File: src/rtl/core_step_ctrl.sv
// Purpose: divides clk_i into core ticks and gates the core clock enable through
//          power-on reset hold, run/halt/single-step debug control and a PC breakpoint.
// Latency: all outputs registered; control inputs take effect on the next clk_i edge.
// Backpressure: none; halt_i and breakpoint hits simply suppress core_ce_o pulses.
//
// Ports:
//   clk_i        system clock (single domain)
//   reset_i      asynchronous active-low reset
//   run_i        resume request (level, sampled every cycle)
//   halt_i       halt request (level, highest priority)
//   step_i       single-step request (level)
//   bp_en_i      breakpoint enable
//   bp_addr_i    breakpoint PC
//   pc_i         core's current PC
//   core_ce_o    one-cycle core clock enable, only in tick cycles
//   core_rst_o   synchronous active-high reset to the core
//   halted_o     1 while in HALT
//   state_o      RST=0, RUN=1, HALT=2, STEP=3
//   cycle_cnt_o  core_ce_o pulses issued in RUN or STEP (wraps)
module core_step_ctrl #(
  parameter int CLK_FREQ     = 100000000,
  parameter int CORE_FREQ    = 1000000,
  parameter int RST_TICKS    = 4,
  parameter int START_HALTED = 0
) (
  input  logic        clk_i,
  input  logic        reset_i,
  input  logic        run_i,
  input  logic        halt_i,
  input  logic        step_i,
  input  logic        bp_en_i,
  input  logic [31:0] bp_addr_i,
  input  logic [31:0] pc_i,
  output logic        core_ce_o,
  output logic        core_rst_o,
  output logic        halted_o,
  output logic [1:0]  state_o,
  output logic [31:0] cycle_cnt_o
);

  localparam int DIV = CLK_FREQ / CORE_FREQ;
  // A one-bit prescaler is kept even for DIV=1 so the compare below stays legal.
  localparam int PW  = (DIV > 1) ? $clog2(DIV) : 1;
  localparam int RW  = $clog2(RST_TICKS + 1);

  localparam logic [PW-1:0] PRESC_MAX = PW'(DIV - 1);
  localparam logic [RW-1:0] RST_LAST  = RW'(RST_TICKS);

  typedef enum logic [1:0] {
    ST_RST  = 2'd0,
    ST_RUN  = 2'd1,
    ST_HALT = 2'd2,
    ST_STEP = 2'd3
  } state_t;

  state_t         state_q, state_d;
  logic [PW-1:0]  presc_q, presc_d;
  logic [RW-1:0]  rst_cnt_q, rst_cnt_d;
  logic           skip_bp_q, skip_bp_d;
  logic           core_ce_q, core_ce_d;
  logic           core_rst_q, core_rst_d;
  logic           halted_q, halted_d;
  logic [31:0]    cycle_cnt_q, cycle_cnt_d;

  logic           tick;
  logic           bp_hit;
  logic           cnt_inc;

  always_comb begin
    // tick marks the edge that ends the DIV-th cycle of each period; the tick
    // cycle itself is the one following this edge, so core_ce is registered here.
    tick       = (presc_q == PRESC_MAX);
    presc_d    = tick ? '0 : presc_q + 1'b1;
    bp_hit     = bp_en_i && (pc_i == bp_addr_i) && !skip_bp_q;

    state_d    = state_q;
    rst_cnt_d  = rst_cnt_q;
    skip_bp_d  = skip_bp_q;
    core_ce_d  = 1'b0;
    cnt_inc    = 1'b0;

    case (state_q)
      ST_RST: begin
        // Leave RST one edge after the last reset tick, so the core sees
        // core_rst=1 together with its final enable pulse.
        if (rst_cnt_q == RST_LAST) begin
          state_d = (START_HALTED != 0) ? ST_HALT : ST_RUN;
        end else if (tick) begin
          core_ce_d = 1'b1;
          rst_cnt_d = rst_cnt_q + 1'b1;
        end
      end
      ST_RUN: begin
        if (halt_i) begin
          state_d = ST_HALT;
        end else if (tick) begin
          // The first tick after a resume consumes the skip, whether or not
          // the PC still matches the breakpoint.
          skip_bp_d = 1'b0;
          if (bp_hit) begin
            state_d = ST_HALT;
          end else begin
            core_ce_d = 1'b1;
            cnt_inc   = 1'b1;
          end
        end
      end
      ST_HALT: begin
        if (halt_i) begin
          state_d = ST_HALT;
        end else if (step_i) begin
          state_d = ST_STEP;
        end else if (run_i) begin
          state_d   = ST_RUN;
          skip_bp_d = 1'b1;
        end
      end
      ST_STEP: begin
        if (halt_i) begin
          state_d = ST_HALT;
        end else if (tick) begin
          core_ce_d = 1'b1;
          cnt_inc   = 1'b1;
          state_d   = ST_HALT;
        end
      end
      default: begin
        state_d = ST_RST;
      end
    endcase

    cycle_cnt_d = cnt_inc ? cycle_cnt_q + 32'd1 : cycle_cnt_q;
    core_rst_d  = (state_d == ST_RST);
    halted_d    = (state_d == ST_HALT);
  end

  always_ff @(posedge clk_i or negedge reset_i) begin
    if (!reset_i) begin
      state_q     <= ST_RST;
      presc_q     <= '0;
      rst_cnt_q   <= '0;
      skip_bp_q   <= 1'b0;
      core_ce_q   <= 1'b0;
      core_rst_q  <= 1'b1;
      halted_q    <= 1'b0;
      cycle_cnt_q <= 32'd0;
    end else begin
      state_q     <= state_d;
      presc_q     <= presc_d;
      rst_cnt_q   <= rst_cnt_d;
      skip_bp_q   <= skip_bp_d;
      core_ce_q   <= core_ce_d;
      core_rst_q  <= core_rst_d;
      halted_q    <= halted_d;
      cycle_cnt_q <= cycle_cnt_d;
    end
  end

  assign core_ce_o   = core_ce_q;
  assign core_rst_o  = core_rst_q;
  assign halted_o    = halted_q;
  assign state_o     = state_q;
  assign cycle_cnt_o = cycle_cnt_q;

endmodule
File: config.mk
export PLATFORM = sky130hd
export DESIGN_NAME = core_step_ctrl
export DESIGN_NICKNAME = d
export VERILOG_FILES = /design/src/rtl/core_step_ctrl.sv
export SDC_FILE = /design/constraint.sdc
export NUM_CORES = 1
export LEC_CHECK = 0
export BUFFER_PORTS_ARGS = -buffer_cell sky130_fd_sc_hd__buf_2
export CAP_MARGIN = 10
export CORE_MARGIN = 2
export CORE_UTILIZATION = 45
export DETAILED_ROUTE_END_ITERATION = 10
export GPL_ROUTABILITY_DRIVEN = 0
export GPL_TIMING_DRIVEN = 1
export PLACE_DENSITY = 0.7
export SYNTH_ARGS = -nofsm -noshare
export SYNTH_HDL_FRONTEND = slang
export SYNTH_SLANG_ARGS = --single-unit
File: constraint.sdc
create_clock -name clk_i -period 4.1 [get_ports clk_i]
set_input_delay 0.82 -clock clk_i [delete_from_list [all_inputs] [get_ports clk_i]]
set_output_delay 0.82 -clock clk_i [all_outputs]
set_load 0.01 [all_outputs]
* Word-level counts from Yosys, hierarchy flattened
Index checks and enable logic that the tools add are counted.
** Operators by class
- $add $sub $neg :: 3
- Equality and inequality tests :: 12
- Multiplexer cells :: 25
- Bitwise logic cells :: 1
- Reductions and logical operators :: 8
** Operators by type and width (count)
- $add A32 B1 Y32 const B :: 1
- $eq A32 B32 Y1 :: 1
- $mux W2 :: 9
- $mux W1 :: 11
- $ne A2 B2 Y1 const B :: 5
- $pmux W2 S4 :: 1
- $add A7 B1 Y7 const B :: 1
- $eq A7 B7 Y1 const B :: 1
- $mux W7 :: 1
- $eq A2 B2 Y1 const B :: 3
- $reduce_and A6 Y1 :: 1
- $logic_not A2 Y1 :: 2
- $pmux W1 S2 :: 2
- $add A3 B1 Y3 const B :: 1
- $eq A3 B3 Y1 const B :: 1
- $pmux W1 S3 :: 1
- $reduce_and A3 Y1 :: 1
- $eq A2 B1 Y1 const B :: 1
- $logic_and A1 B1 Y1 :: 2
- $reduce_bool A2 Y1 :: 1
- $logic_not A1 Y1 :: 1
- $not A1 Y1 :: 1
** Storage, ports and cells
- Register bits :: 48
- Input port bits :: 70
- Output and inout port bits :: 37
- Word-level logic and storage cells :: 57

* Logic depth before layout (Yosys ltp)
- Depth after elaboration :: 8
- Depth in mapped cells :: 8
- Depth with buffers taken out :: 7

* Least setup slack after synthesis
No wires, ideal clock.
- Path type :: input to register
- Start point :: input port bp_addr_i[22]
- End point :: register cycle_cnt_q[1] (netlist: cycle_cnt_o[1])
- Setup time :: 125 ps
- Arrival time :: 2705 ps
- Data required time :: 3975 ps
- Slack :: 1271 ps
- Cell stages on the path :: 7
- Path buffers :: 1
- Cells stage by stage :: xnor2_1 > nand4_1 > or4b_1 > or4_1 > buf_6 > o21ai_2 > mux2_2
** Between the ends
- Word-level cells in the longest chain between the ends :: 7
** Ends and longest elaborated chain
- start: declaration :: RTL line 32 : input logic [31:0] bp_addr_i,
- $eq A32 B32 Y1 :: RTL line 74 : bp_hit = bp_en_i && (pc_i == bp_addr_i) && !skip_bp_q;
- $logic_and A1 B1 Y1 (2 in a row) :: RTL line 74
- $mux W1 :: RTL line 100 : if (bp_hit) begin
- $mux W1 :: RTL line 96 : end else if (tick) begin
- $mux W1 :: RTL line 94 : if (halt_i) begin
- $pmux W1 S2 :: RTL line 82 : case (state_q)
- end signal: assignment :: RTL line 155 : cycle_cnt_q <= cycle_cnt_d;
- end: declaration :: RTL line 63 : logic [31:0] cycle_cnt_q, cycle_cnt_d;
No other way between the ends.
A chain may end at the register's enable or synchronous reset.

* Worst setup path in the final report
- Start point :: input port bp_addr_i[19]
- End point :: register cycle_cnt_q[20] (netlist: cycle_cnt_o[20])
Same word-level chain as after synthesis.

==> results.md <==
- Status: completed
- CTS tree: built
- Post-Syn Instances: 277
- Nature of the critical path startpoint: primary input
- Layout area overhead: 24.2%
- Worst path top cell family by delay: simple AND/OR/NAND/NOR gates
- Hold WC Path Type: register to register
- CORE AREA: around 0.006 mm^2
- Crit path max fanout: 17
- Count of cell types in the netlist: 41
- # setup viols final: 0
- TNS Setup: 0 ns
- Most used cell along the critical path: xnor2_1
- Hpwl dp: approximately 5.2 mm
- WP data required: approximately 4.3 ns
- Top achievable clock speed: 341 MHz
- Max VDD drop: between 150 and 200 uV
- Worst slew pin tran: between 1 and 1.5 ns
- Post-CTS Setup Bufs: 0
- Final Max Slew Viols: 0
- Post-Syn Area: 0.00285 mm^2
- Crit path largest cell delay: slightly below 0.7 ns
- DR WL/cell: about 15 um
- CP cell instances: buf_2 -> xnor2_1 -> nand4_1 -> or4b_1 -> or4_1 -> buf_4 -> o2111ai_1 -> xnor2_1
- Fin area: 0.00354 mm^2
- Critical path data arrival time: ~3.2 ns
- H-Tree Level Count: 2
- Sink Count: 48
- Total Routing Usage GR: just over 20%
- EDFF count, synth: 0
- Post-route ant nets: 0
- Top post-synthesis cells by area: dfrtp_1, xnor2_1, xor2_1
- Relative slew slack: a little over a quarter
- Area after DPL: between 0.003 and 0.004 mm^2
- Largest net degree at the start of global routing: roughly 50
- Cell taking the most area after synthesis: dfrtp_1
- Final worst slack: between 1 and 1.5 ns
- Via count: 2,517
- Worst setup EP type: register
- Boundary Pins: 107
- Synth warn: 0
- Die height: between 80 and 90 um
- Pleak: 1.72 nW
- Post-synth top area share: ~41%
- Hold buffers post-CTS: 0
- CTS resizes: 0
- Cell row count: 28
- Synth Register Bits: 48
- Setup Skew: just under 0.01 ns
- Critical path type: primary input to register
- Sequential fraction of the synthesis area: about 42%
- Buffers on Ports: around 110
- Post-synthesis area per instance: between 10 and 15 um^2
- Final Hold Viols: 0
- Starting Density: ~47%
- # Max-Cap Violations: 0
- Clk buf depth: 2
- Async S/R FF share, synth: 100%
- Later-pin clock latency in the skew report: roughly 0.30 ns
- Final #Nets: between 400 and 500
- Share of cells above drive strength 1: 32.1%
- # diodes: 0
- Worst Path Buf+Inv: 2
- Drt drc: 0
- Vias in the first global route: approximately 2,600
- Syn_nets: about 350
- Clock transition at path regs: about 0.080 ns
- Total grt overflow: 0
- First-pass GRT wire length: roughly 12 mm
- Final period utilization: about 72%
- RSZ-0062 raised after global routing: no
- TritonRoute pass-1 iters: 4
- Final wirelength: roughly 7 mm
- DRT iter0 DRCs: around 130
- Initial antenna violation count: 0
- Overall die width: between 80 and 90 um
- Place WS: 0.846 ns
- Core Util, Final: roughly three fifths
- Num CTS Buffers: 5
- Slowest cell on the critical path: or4_1
- Top FF cell, synth: dfrtp_1
- Tot Pwr: ~0.0010 W
- DIE AREA: 0.00698 mm^2
- Final min period: roughly 3 ns
- Vias/cell: roughly 5.5
- CTS root buffer: clkbuf_8
- Power per Cell Area: between 200 and 300 mW/mm^2
## area by class of cell
| class | count | area (um^2) |
|---|---|---|
| repair buffers | 109 | 553 |
| fillers | 541 | 2490 |
| inverters | 4 | 15.0 |
| clock inverters | 2 | 35.0 |
| flip-flops and latches | 48 | 1200 |
| clock buffers | 6 | 72.6 |
| well taps | 75 | 93.8 |
| multi-input cells | 214 | 1560 |
## path summary, 6_finish.rpt
check / start / to / slack (ns) / depth (start not counted)
max: bp_addr_i[19] / cycle_cnt_o[20]$_DFFE_PN0P_ / 1.17 / 8
min: presc_q[0]$_DFF_PN0_ / presc_q[0]$_DFF_PN0_ / 0.48 / 1
max reg2reg: presc_q[0]$_DFF_PN0_ / cycle_cnt_o[30]$_DFFE_PN0P_ / 1.62 / 8
min reg2reg: presc_q[0]$_DFF_PN0_ / presc_q[0]$_DFF_PN0_ / 0.48 / 1
max in group asynchronous: reset_i / cycle_cnt_o[24]$_DFFE_PN0P_ / 2.75 / 1
min in group asynchronous: reset_i / cycle_cnt_o[14]$_DFFE_PN0P_ / 0.70 / 1
## cells by family after synthesis
family | Yosys count | share of synthesized area (%)
buffers and inverters | 15 | 2.86
multiplexers | 2 | 0.791
adder cells (fa/ha/maj) | 4 | 1.76
XOR/XNOR | 63 | 19.4
AND/OR/NAND/NOR | 99 | 21.0
flip-flops | 48 | 42.2
AO/OA/AOI/OAI | 46 | 12.0
## flip-flops by register name, indices dropped and copies added (netlist names)
signal	flops
cycle_cnt_o	32
presc_q	7
rst_cnt_q	3
state_o	2
core_ce_o	1
core_rst_o	1
halted_o	1
skip_bp_q	1
## layout by cell type (no fill, tap or decap), types with 2 or more instances in the layout
| master | count |
|---|---|
| nor3_1 | 5 |
| mux2_2 | 2 |
| o2111ai_1 | 14 |
| and2_1 | 8 |
| ha_1 | 4 |
| o211ai_1 | 9 |
| nand2b_1 | 4 |
| nand2_1 | 6 |
| nor2_1 | 12 |
| nor2b_1 | 7 |
| nor4_1 | 7 |
| and4_1 | 5 |
| nand3_1 | 8 |
| xor2_1 | 24 |
| a21oi_1 | 10 |
| xnor2_1 | 39 |
| clkbuf_8 | 5 |
| buf_2 | 106 |
| nand4_1 | 12 |
| and3_1 | 14 |
| dfrtp_1 | 47 |
| buf_4 | 3 |
| o21ai_0 | 6 |
| o2111ai_2 | 2 |
| inv_1 | 4 |
| nor4b_1 | 3 |
## cells in the mapped netlist, types with 6 or more instances
master and n:
o21ai_0 6, nor2_1 12, o2111ai_1 14, o211ai_1 9, and2_1 8, dfrtp_1 47, xnor2_1 39, nand3_1 8
nand2_1 6, xor2_1 24, a21oi_1 10, nor4_1 7, nand4_1 12, nor2b_1 7, and3_1 14
## worst reg2reg max path, cell delays in order (launching register included)
cell and delay [ns]:
dfrtp_1 0.38, ha_1 0.22, nand2_1 0.11, nor4_2 0.56, and3b_1 0.26, buf_4 0.32, and3_1 0.24, o211ai_1 0.11
xnor2_1 0.17
## power breakdown
| part | internal (W) | switching (W) |
|---|---|---|
| logic | 0.0000672 | 0.0000745 |
| clock network | 0.000181 | 0.000156 |
| registers | 0.000490 | 0.0000485 |
| total | 0.000738 | 0.000279 |
## per-layer routing
layer / track usage [%] / vias up / wire length [um]
met5: 0 / - / 0
met4: 6.30 / 0 / 110
met3: 4.35 / 9 / 451
met2: 34.8 / 101 / 3330
met1: 26.4 / 1179 / 2950
li1: - / 1228 / -
## stage by stage
step | cells | hold WS, ns
after floorplan | 277 | 0.433
after global placement | 450 | 0.443
after detailed placement | 450 | 0.460
after CTS | 458 | 0.471
after global routing | 458 | 0.505
final | 458 | 0.476
Power figures use the tool's default switching activity.
